<file path="config.mk">
export PLATFORM = sky130hd
export DESIGN_NAME = lcd_bus_arbiter_flat
export DESIGN_NICKNAME = d
export VERILOG_FILES = /design/src/rtl/lcd_pkg.sv /design/src/rtl/lcd_bus_arbiter_if.sv /design/src/rtl/lcd_rr_pick.sv /design/src/rtl/lcd_bus_arbiter.sv /design/src/flat_wrapper.sv
export SDC_FILE = /design/constraint.sdc
export NUM_CORES = 1
export LEC_CHECK = 0
export ABC_CLOCK_PERIOD_IN_PS = 2600
export CAP_MARGIN = 10
export CORE_MARGIN = 2
export CORE_UTILIZATION = 41
export CTS_CLUSTER_DIAMETER = 40
export DETAILED_ROUTE_END_ITERATION = 8
export PLACE_DENSITY = 0.82
export SYNTH_ARGS = -nofsm -noshare
export SYNTH_HDL_FRONTEND = slang
export SYNTH_SLANG_ARGS = --single-unit
</file>
<file path="constraint.sdc">
create_clock -name clk -period 2.6 [get_ports clk]
set_input_delay 0.26 -clock clk [delete_from_list [all_inputs] [get_ports clk]]
set_output_delay 0.26 -clock clk [all_outputs]
set_load 0.02 [all_outputs]
</file>
<file path="src/rtl/lcd_pkg.sv">
// Shared definitions for the LCD bus arbiter: one-hot FSM state encoding,
// the idle levels of the 8080-style write bus, and the LCD command codes
// used by the requester blocks (column set, page set, memory write).
package lcd_pkg;

  typedef enum logic [2:0] {
    S_IDLE  = 3'b001,
    S_GRANT = 3'b010,
    S_GAP   = 3'b100
  } arb_state_t;

  // Bus levels while nobody owns the LCD: chip deselected, no write strobe.
  localparam logic [15:0] LCD_IDLE_DATA = 16'h0000;
  localparam logic        LCD_IDLE_RS   = 1'b0;
  localparam logic        LCD_IDLE_CS   = 1'b1;
  localparam logic        LCD_IDLE_WR   = 1'b1;

  localparam logic [15:0] LCD_CMD_CASET = 16'h002A;
  localparam logic [15:0] LCD_CMD_PASET = 16'h002B;
  localparam logic [15:0] LCD_CMD_RAMWR = 16'h002C;

endpackage

</file>
<file path="src/rtl/lcd_bus_arbiter_if.sv">
// Requester-side and LCD-pin-side signals of the LCD bus arbiter.
//   master : requester blocks / pins (drive req, done, req_* ; see grant, LCD_*)
//   slave  : the arbiter itself
// req_data packs requester i at [16i+15:16i].
interface lcd_bus_arbiter_if #(parameter int NREQ = 3);
  logic [NREQ-1:0]      req;
  logic [NREQ-1:0]      done;
  logic [NREQ-1:0]      grant;
  logic [16*NREQ-1:0]   req_data;
  logic [NREQ-1:0]      req_rs;
  logic [NREQ-1:0]      req_cs;
  logic [NREQ-1:0]      req_wr;
  logic [15:0]          LCD_DATA;
  logic                 LCD_RS;
  logic                 LCD_CS;
  logic                 LCD_WR;
  logic                 busy;
  logic                 timeout_err;

  modport master (
    output req, done, req_data, req_rs, req_cs, req_wr,
    input  grant, LCD_DATA, LCD_RS, LCD_CS, LCD_WR, busy, timeout_err
  );

  modport slave (
    input  req, done, req_data, req_rs, req_cs, req_wr,
    output grant, LCD_DATA, LCD_RS, LCD_CS, LCD_WR, busy, timeout_err
  );
endinterface

</file>
<file path="src/rtl/lcd_rr_pick.sv">
// Combinational round-robin selector.
//   req   : pending requests
//   ptr   : index of the last requester served (lowest priority)
//   pick  : one-hot winner, searching upward from ptr+1 with wrap-around
//   valid : any request pending
module lcd_rr_pick #(
  parameter int NREQ = 3,
  parameter int PW   = 2
) (
  input  logic [NREQ-1:0] req,
  input  logic [PW-1:0]   ptr,
  output logic [NREQ-1:0] pick,
  output logic            valid
);

  logic [PW-1:0] idx;

  always_comb begin
    pick  = '0;
    valid = 1'b0;
    idx   = '0;
    for (int i = 1; i <= NREQ; i++) begin
      idx = PW'((int'(ptr) + i) % NREQ);
      if (!valid && req[idx]) begin
        pick[idx] = 1'b1;
        valid     = 1'b1;
      end
    end
  end

endmodule

</file>
<file path="src/rtl/lcd_bus_arbiter.sv">
// Shares one 16-bit 8080-style LCD write bus between NREQ requesters.
// Round-robin grant, held until the owner pulses done or drops req, then
// IDLE_GAP cycles of deselected bus before the next arbitration.
// While granted, the owner's data/rs/cs/wr are registered onto the pins.
//   clk, rst : clock, asynchronous active-high reset
//   bus      : lcd_bus_arbiter_if.slave (requests, grants, LCD pins, status)
// Optional: define LCD_ARB_TIMEOUT_EN to enable the grant watchdog
// (TIMEOUT_CYCLES); otherwise timeout_err is constant 0.
module lcd_bus_arbiter
  import lcd_pkg::*;
#(
  parameter int NREQ           = 3,
  parameter int IDLE_GAP       = 2,
  parameter int TIMEOUT_CYCLES = 4096
) (
  input  logic             clk,
  input  logic             rst,
  lcd_bus_arbiter_if.slave bus
);

  localparam int PW = (NREQ > 1) ? $clog2(NREQ) : 1;
  localparam int GW = (IDLE_GAP > 1) ? $clog2(IDLE_GAP) : 1;

  arb_state_t      state;
  logic [NREQ-1:0] grant_q;
  logic [NREQ-1:0] pick;
  logic            pick_vld;
  logic [PW-1:0]   ptr;        // last granted index; equals owner while in GRANT
  logic [PW-1:0]   pick_idx;
  logic [GW-1:0]   gap_cnt;
  logic [15:0]     lcd_data;
  logic            lcd_rs, lcd_cs, lcd_wr;
  logic            busy_q, terr_q;
  logic            release_req;
  logic            wd_hit;

  lcd_rr_pick #(.NREQ(NREQ), .PW(PW)) u_pick (
    .req   (bus.req),
    .ptr   (ptr),
    .pick  (pick),
    .valid (pick_vld)
  );

  always_comb begin
    pick_idx = '0;
    for (int i = 0; i < NREQ; i++)
      if (pick[i]) pick_idx = PW'(i);
  end

  // Only the owner's done/req matter; everyone else is masked by grant_q.
  assign release_req = (|(bus.done & grant_q)) || !(|(bus.req & grant_q));

`ifdef LCD_ARB_TIMEOUT_EN
  logic [15:0] wd_cnt;

  // Held at zero outside GRANT so every grant starts counting from 0.
  always_ff @(posedge clk or posedge rst) begin
    if (rst)                  wd_cnt <= '0;
    else if (state != S_GRANT) wd_cnt <= '0;
    else                      wd_cnt <= wd_cnt + 16'd1;
  end

  assign wd_hit = (state == S_GRANT) && (wd_cnt == 16'(TIMEOUT_CYCLES - 1));
`else
  // Watchdog limit has no effect in this build.
  logic unused_timeout_cfg;
  assign unused_timeout_cfg = (TIMEOUT_CYCLES != 0);
  assign wd_hit = 1'b0;
`endif

  always_ff @(posedge clk or posedge rst) begin
    if (rst) begin
      state    <= S_IDLE;
      grant_q  <= '0;
      ptr      <= PW'(NREQ - 1);
      gap_cnt  <= '0;
      lcd_data <= LCD_IDLE_DATA;
      lcd_rs   <= LCD_IDLE_RS;
      lcd_cs   <= LCD_IDLE_CS;
      lcd_wr   <= LCD_IDLE_WR;
      busy_q   <= 1'b0;
      terr_q   <= 1'b0;
    end else begin
      terr_q <= 1'b0;
      case (state)
        S_IDLE: begin
          lcd_data <= LCD_IDLE_DATA;
          lcd_rs   <= LCD_IDLE_RS;
          lcd_cs   <= LCD_IDLE_CS;
          lcd_wr   <= LCD_IDLE_WR;
          if (pick_vld) begin
            grant_q <= pick;
            ptr     <= pick_idx;
            busy_q  <= 1'b1;
            state   <= S_GRANT;
          end
        end
        S_GRANT: begin
          if (release_req || wd_hit) begin
            // Done/abort win over the watchdog, so err only flags a true hang.
            grant_q  <= '0;
            lcd_data <= LCD_IDLE_DATA;
            lcd_rs   <= LCD_IDLE_RS;
            lcd_cs   <= LCD_IDLE_CS;
            lcd_wr   <= LCD_IDLE_WR;
            gap_cnt  <= '0;
            terr_q   <= !release_req;
            state    <= S_GAP;
          end else begin
            lcd_data <= bus.req_data[int'(ptr)*16 +: 16];
            lcd_rs   <= bus.req_rs[ptr];
            lcd_cs   <= bus.req_cs[ptr];
            lcd_wr   <= bus.req_wr[ptr];
          end
        end
        S_GAP: begin
          if (gap_cnt == GW'(IDLE_GAP - 1)) begin
            busy_q <= 1'b0;
            state  <= S_IDLE;
          end else begin
            gap_cnt <= gap_cnt + 1'b1;
          end
        end
        default: begin
          grant_q <= '0;
          busy_q  <= 1'b0;
          state   <= S_IDLE;
        end
      endcase
    end
  end

  assign bus.grant       = grant_q;
  assign bus.LCD_DATA    = lcd_data;
  assign bus.LCD_RS      = lcd_rs;
  assign bus.LCD_CS      = lcd_cs;
  assign bus.LCD_WR      = lcd_wr;
  assign bus.busy        = busy_q;
  assign bus.timeout_err = terr_q;

endmodule
</file>
<file path="src/flat_wrapper.sv">
// flat-port wrapper written by rule: the top's interface ports become plain ports
module lcd_bus_arbiter_flat import lcd_pkg::*;
#(
  parameter int NREQ           = 3,
  parameter int IDLE_GAP       = 2,
  parameter int TIMEOUT_CYCLES = 4096
)
  (clk, rst, bus_req, bus_done, bus_req_data, bus_req_rs, bus_req_cs, bus_req_wr, bus_grant, bus_LCD_DATA, bus_LCD_RS, bus_LCD_CS, bus_LCD_WR, bus_busy, bus_timeout_err);
  lcd_bus_arbiter_if #(.NREQ(NREQ)) bus_i ();
  input  logic clk;
  input  logic rst;
  input wire logic [$bits(bus_i.req)-1:0] bus_req;
  input wire logic [$bits(bus_i.done)-1:0] bus_done;
  input wire logic [$bits(bus_i.req_data)-1:0] bus_req_data;
  input wire logic [$bits(bus_i.req_rs)-1:0] bus_req_rs;
  input wire logic [$bits(bus_i.req_cs)-1:0] bus_req_cs;
  input wire logic [$bits(bus_i.req_wr)-1:0] bus_req_wr;
  output wire logic [$bits(bus_i.grant)-1:0] bus_grant;
  output wire logic [$bits(bus_i.LCD_DATA)-1:0] bus_LCD_DATA;
  output wire logic [$bits(bus_i.LCD_RS)-1:0] bus_LCD_RS;
  output wire logic [$bits(bus_i.LCD_CS)-1:0] bus_LCD_CS;
  output wire logic [$bits(bus_i.LCD_WR)-1:0] bus_LCD_WR;
  output wire logic [$bits(bus_i.busy)-1:0] bus_busy;
  output wire logic [$bits(bus_i.timeout_err)-1:0] bus_timeout_err;
  assign bus_i.req = bus_req;
  assign bus_i.done = bus_done;
  assign bus_i.req_data = bus_req_data;
  assign bus_i.req_rs = bus_req_rs;
  assign bus_i.req_cs = bus_req_cs;
  assign bus_i.req_wr = bus_req_wr;
  assign bus_grant = bus_i.grant;
  assign bus_LCD_DATA = bus_i.LCD_DATA;
  assign bus_LCD_RS = bus_i.LCD_RS;
  assign bus_LCD_CS = bus_i.LCD_CS;
  assign bus_LCD_WR = bus_i.LCD_WR;
  assign bus_busy = bus_i.busy;
  assign bus_timeout_err = bus_i.timeout_err;
  lcd_bus_arbiter #(.NREQ(NREQ), .IDLE_GAP(IDLE_GAP), .TIMEOUT_CYCLES(TIMEOUT_CYCLES)) u_core (.clk(clk), .rst(rst), .bus(bus_i));
endmodule
</file>
# ---- Word-level counts from Yosys, hierarchy flattened
# Index checks and enable logic that the tools add are counted.
dict set report word_totals {
  regBits 30
  inputBits 65
  output_inout_bits 24
  wordCells 105
}
dict set report op_classes {
  n_addsub 4
  n_div 3
  magnitude_cmp 7
  n_eq_ne 6
  shifts 1
  mux 49
  bitwise_logic 6
  n_reduce_logical 19
}
# op n
set ops {}
lappend ops {{remainder unit 32 x 3 -> 32 bit (second input constant)} 3}
lappend ops {{indexed part select 48 x 7 -> 16 bit} 1}
lappend ops {{case mux 16 bit (2 select lines)} 1}
lappend ops {{2-to-1 mux 3 bit} 8}
lappend ops {{2-to-1 mux 1 bit} 22}
lappend ops {{case mux 3 bit (3 select lines)} 2}
lappend ops {{2-to-1 mux 16 bit} 1}
lappend ops {{binary-select mux 1 bit (select 2 bit)} 6}
lappend ops {{less-than comparator 2 x 3 -> 1 bit (second input constant)} 4}
lappend ops {{AND reduction 3 bit} 3}
lappend ops {{case mux 1 bit (2 select lines)} 4}
lappend ops {{adder 2 x 2 -> 3 bit (second input constant)} 2}
lappend ops {{bitwise AND 3 bit} 2}
lappend ops {{demux 1 bit (select 2 bit)} 3}
lappend ops {{greater-or-equal comparator 2 x 1 -> 1 bit (second input constant)} 3}
lappend ops {{inequality test 2 x 1 -> 1 bit (second input constant)} 3}
lappend ops {{OR 3 bit} 2}
lappend ops {{OR reduction 3 bit} 2}
lappend ops {{logical AND 1 bit} 5}
lappend ops {{zero test 1 bit} 4}
lappend ops {{AND reduction 2 bit} 2}
lappend ops {{nonzero test 2 bit} 2}
lappend ops {{adder 2 x 1 -> 3 bit (second input constant)} 1}
lappend ops {{equality test 3 x 1 -> 1 bit (second input constant)} 1}
lappend ops {{other kinds (7)} 8}

# ---- Logic depth before layout (Yosys ltp)
dict set report logic_depth {
  ltp_word 13
  mapped_depth 9
  depth_no_buf 7
}

# ---- Cells and area by module
# Synthesis repeated with hierarchy kept, for this count alone.
dict set report unflattened {
  cells_unflattened 187
  area_unflattened_um2 1948.1
}
# module instances cells_per_inst area_each_um2 seq_area_each_um2
set modules_own_cells {}
lappend modules_own_cells {lcd_bus_arbiter 1 148 1680.4 730.7}
lappend modules_own_cells {lcd_rr_pick 1 39 267.8 0.0}

# ---- Least setup slack after synthesis
# Ideal clock, no wire load.
dict set report synth_timing {
  path_kind {flip-flop to flip-flop}
  from {register u_core.ptr[1]}
  to {register u_core.grant_q[1], in the netlist u_core.bus.grant[1]}
  setup_ps 119
  t_arrival_ps 2247
  t_required_ps 2481
  path_slack_ps 234
  stages_incl_launch_ff 10
  n_path_buf 2
  synth_period_minus_slack_ps 2366
  cell_sequence {dfstp_2 > clkbuf_1 > buf_2 > inv_1 > ha_1 > a21bo_4 > a31oi_4 > nor3_2 > a211o_1 > a21bo_1}
}
dict set report synth_between {
  elab_chain_cells 13
  elab_cells_between_ends 43
  classes_between {add/sub (3); div (3); order compare (6); eq/ne (1); mux (20); bitwise (2); reduce/logical (8)}
}
# element line
set synth_rtl {}
lappend synth_rtl {{start, declared} lcd_bus_arbiter.sv:28} ;# logic [PW-1:0] ptr;
lappend synth_rtl {{start signal, assigned} lcd_bus_arbiter.sv:75} ;# ptr <= PW'(NREQ - 1);
lappend synth_rtl {{start signal, assigned} lcd_bus_arbiter.sv:93} ;# ptr <= pick_idx;
lappend synth_rtl {{adder 2 x 1 -> 3 bit} lcd_rr_pick.sv:23} ;# idx = PW'((int'(ptr) + i) % NREQ);
lappend synth_rtl {{remainder unit 32 x 3 -> 32 bit} lcd_rr_pick.sv:23}
lappend synth_rtl {{less-than comparator 2 x 3 -> 1 bit (implied by the code), or another cell as far along} lcd_rr_pick.sv:25} ;# pick[idx] = 1'b1;
lappend synth_rtl {{logical AND 1 bit (implied by the code) / 2-to-1 mux 1 bit (equally long branches)} {lcd_rr_pick.sv:25, lcd_rr_pick.sv:24}}
lappend synth_rtl {{2-to-1 mux 1 bit (on tied branches)} {lcd_rr_pick.sv:25, lcd_rr_pick.sv:24}}
lappend synth_rtl {{demux 1 bit (select 2 bit) / zero test 1 bit (equally long branches)} {lcd_rr_pick.sv:25, lcd_rr_pick.sv:24}}
lappend synth_rtl {{2-to-1 mux 3 bit / logical AND 1 bit (equally long branches)} lcd_rr_pick.sv:24} ;# if (!valid && req[idx]) begin
lappend synth_rtl {{OR 3 bit (no line) / 2-to-1 mux 1 bit (equally long branches)} --}
lappend synth_rtl {{2-to-1 mux 3 bit / zero test 1 bit (equally long branches)} lcd_rr_pick.sv:24}
lappend synth_rtl {{OR 3 bit (no line) / logical AND 1 bit (equally long branches)} --}
lappend synth_rtl {{2-to-1 mux 3 bit / 2-to-1 mux 1 bit (equally long branches)} lcd_rr_pick.sv:24}
lappend synth_rtl {{2-to-1 mux 3 bit / inequality test 2 x 1 -> 1 bit (equally long branches)} --}
lappend synth_rtl {{case mux 3 bit (3 select lines) / AND reduction 3 bit (equally long branches)} --}
lappend synth_rtl {{end signal, assigned} lcd_bus_arbiter.sv:92} ;# grant_q <= pick;
lappend synth_rtl {{end, declared} lcd_bus_arbiter.sv:25} ;# logic [NREQ-1:0] grant_q;
# Several ways; a longest one is shown, not always the timed one. The select of a mux whose other input is x is not followed.
# A chain may end at the register's enable or synchronous reset.

# ---- Final worst setup path
dict set report layout_timing {
  from {register u_core.ptr[0]}
  to {register u_core.grant_q[2], in the netlist u_core.bus.grant[2]}
}
# Same word-level chain as after synthesis.

==> impl_metrics.json <==
{
  "hold_class": "input pin to async pin",
  "period_share_pct": 78.5,
  "fmax_ghz": 0.490,
  "wl_per_cell_um": 15.1,
  "arrival_ps": 2210,
  "io_pins": 89,
  "cts_hold_buf": 0,
  "gp_congestion": 0.864,
  "grt_overflow_total": 0,
  "setup_tns_ps": 0,
  "row_count": 24,
  "cp_slowest_cell": "a221oi_1",
  "crit_top_cell": "inv_1",
  "gr-usage-all-layers_pct": 20.2,
  "cts-root-buf": "clkbuf_8",
  "ys_seq_elements": 29,
  "crit_type": "flip-flop to flip-flop",
  "cts_buffers": 5,
  "finalMaxSlewViolations": 0,
  "synth_edf_count": 0,
  "worstSkewPairLatency_ps": 270,
  "avgSynthCellArea_um2": 9.60,
  "synth-xor-area-share_pct": 0.473,
  "die_area_mm2": 0.00507,
  "rsz0062_at_grt": "no",
  "cts_max_level": 2,
  "post_cts.repair.setup_buffers": 0,
  "period_needed_ps": 2040,
  "clk_path_buf_depth": 2,
  "synth_top_area_cell": "dfrtp_1",
  "synthSimpleGateAreaFrac_pct": 13.6,
  "synth_fa_ha_area_share_pct": 2.70,
  "dp_cells": 325,
  "clk_pin_slew_ps": 60,
  "io_buffers": 87,
  "drt-total-wl_um": 5020,
  "fin_util_pct": 65.4,
  "cts_sinks": 29,
  "status": "completed",
  "synth_mux_area_share_pct": 12.0,
  "start_util_pct": 42.6,
  "crit_buf_inv": 2,
  "synth.most_common_cell": "dfrtp_1",
  "drc": 0,
  "die_x_um": 71.2,
  "slew_headroom_pct": 42.6,
  "final_nets": 349,
  "end_kind": "flip-flop",
  "coreArea_mm2": 0.00435,
  "cts_tree": "yes",
  "leakage_nw": 1.23,
  "yosysTopAreaCellShare_pct": 33.8,
  "syn_to_final_growth_pct": 53.6,
  "grt_pass1_wl_um": 8280,
  "cpLargestDelayFamily": "compound AO/OA/AOI/OAI gates",
  "ys_warn_count": 0,
  "maxCapViolCount": 0,
  "vias_per_cell": 5.44,
  "drt_iter0_drc": 98,
  "irDropWorstVdd_mv": 0.723,
  "yosys-top-cells-count": "25 x dfrtp_1, 24 x nand2_1, 21 x mux2i_1",
  "drive_gt1_share_pct": 9.25,
  "crit_chain": "inv_1, ha_1, inv_1, a21boi_0, a221oi_1, nor3_2, a21o_1",
  "antenna_cells": 0,
  "tightest_slew_ps": 861,
  "dp_hpwl_um": 3650,
  "synth_top_family_by_area": "compound AO/OA/AOI/OAI gates",
  "post_cts_resized": 0,
  "grt_max_degree": 30,
  "ys_seq_area_share_pct": 39.4,
  "synth_cell_type_count": 42,
  "antenna_found_initial": 0,
  "hold_slack_ps": 361,
  "synth_nets": 262,
  "vias": 1813,
  "critPathLaunchType": "flip-flop",
  "synth_compound_area_share_pct": 27.0,
  "die_h_um": 71.2,
  "skew_ps": 4.47,
  "syn_inst": 193,
  "setup_viol": 0,
  "fin_cells": 333,
  "synth_flop_cell": "dfrtp_1",
  "crit_required_ps": 2770,
  "p_per_area_mw_per_mm2": 840,
  "async_flop_share_pct": 100,
  "cp_max_fo": 6,
  "synth_area_leaders": "dfrtp_1 34%, mux2i_1 11%, a22o_1 8.0%, dfstp_2 5.7%, o21ai_0 5.1%",
  "cpPeakStageDelay_ps": 430,
  "synth_area_mm2": 0.00185,
  "hold_violations": 0,
  "grt_pass1_vias": 1782,
  "drt-pass1-iter-count": 4,
  "ant_nets": 0
}
[routing by layer]
| layer | part of all wire, % | GRT usage [%] |
|---|---|---|
| met1 | 40 | 24.4 |
| met2 | 50 | 34.9 |
| met3 | 8.3 | 6.75 |
| met4 | 0.80 | 5.03 |
| met5 | 0 | 0 |
[cell type report]
type	count	area, um^2
fillers	366	1510
multi-input cells	144	1040
repair buffers	91	901
flip-flops and latches	29	731
clock buffers	8	80.1
well taps	52	65.1
inverters	9	33.8
[stage by stage]
stage                     worst slack, ps  area (um^2)  power, mW
after floorplan                       234         1850       1.64
after global placement                620         2770       2.02
after detailed placement              562         2770       2.04
after CTS                             564         2850       2.40
after global routing                  389         2850       2.56
final                                 558         2850       2.39
[power by group]
part / leakage, nW / switching [mW] / total (mW) / internal, mW
Clock: 0.0395 / 0.161 / 0.350 / 0.190
Sequential: 0.384 / 0.0946 / 0.655 / 0.560
Combinational: 0.802 / 0.782 / 1.38 / 0.603
[cells by family (layout without fill, tap and decap cells)]
group,after synthesis,in the layout
buffers and inverters,20,108
muxes,22,22
and+or+nand+nor,50,50
xor gates and xnor gates,1,1
DFF,29,29
AOI/OAI and AO/OA,66,66
adders and majority gates,4,4
other,1,1
[state kept, by name (all words and copies together) (netlist names)]
name,count
u_core.bus.LCD_CS,1
u_core.bus.LCD_DATA,16
u_core.bus.LCD_WR,1
u_core.bus.busy,1
u_core.state,3
u_core.bus.LCD_RS,1
u_core.ptr,2
u_core.gap_cnt,1
u_core.bus.grant,3
[placed cells by master (no fill, tap or decap), types with 2 or more instances in the layout]
cell type	count
nor2b_1	4
ha_1	4
nand2_1	24
a222oi_1	2
nand2b_1	6
clkdlybuf4s50_1	87
a21oi_1	8
buf_4	4
clkbuf_1	3
nor2_1	6
nor3_2	4
o21ai_0	19
mux2i_1	21
dfstp_2	4
a22o_1	17
clkbuf_8	5
inv_1	7
a21o_1	5
inv_2	2
nand3_1	2
dfrtp_1	25
[worst paths after layout]
check	cells past startpoint	to	slack (ps)	from
setup / recovery	7	u_core.bus.grant[2]$_DFFE_PP0P_	560	u_core.ptr[0]$_DFFE_PP0P_
hold / removal	3	u_core.bus.LCD_DATA[5]$_DFFE_PP0N_	360	rst
setup reg to reg	7	u_core.bus.grant[2]$_DFFE_PP0P_	560	u_core.ptr[0]$_DFFE_PP0P_
hold reg to reg	1	u_core.bus.LCD_DATA[6]$_DFFE_PP0N_	510	u_core.bus.LCD_DATA[6]$_DFFE_PP0N_
max in group asynchronous	3	u_core.ptr[1]$_DFFE_PP1P_	1920	rst
min in group clk	1	u_core.bus.LCD_DATA[6]$_DFFE_PP0N_	510	u_core.bus.LCD_DATA[6]$_DFFE_PP0N_
[tightest hold or removal path, cell delays in order]
cell	delay [ps]
clkdlybuf4s50_1	400
inv_1	50
buf_4	330
Note: power is estimated with default switching activity, not from simulation.
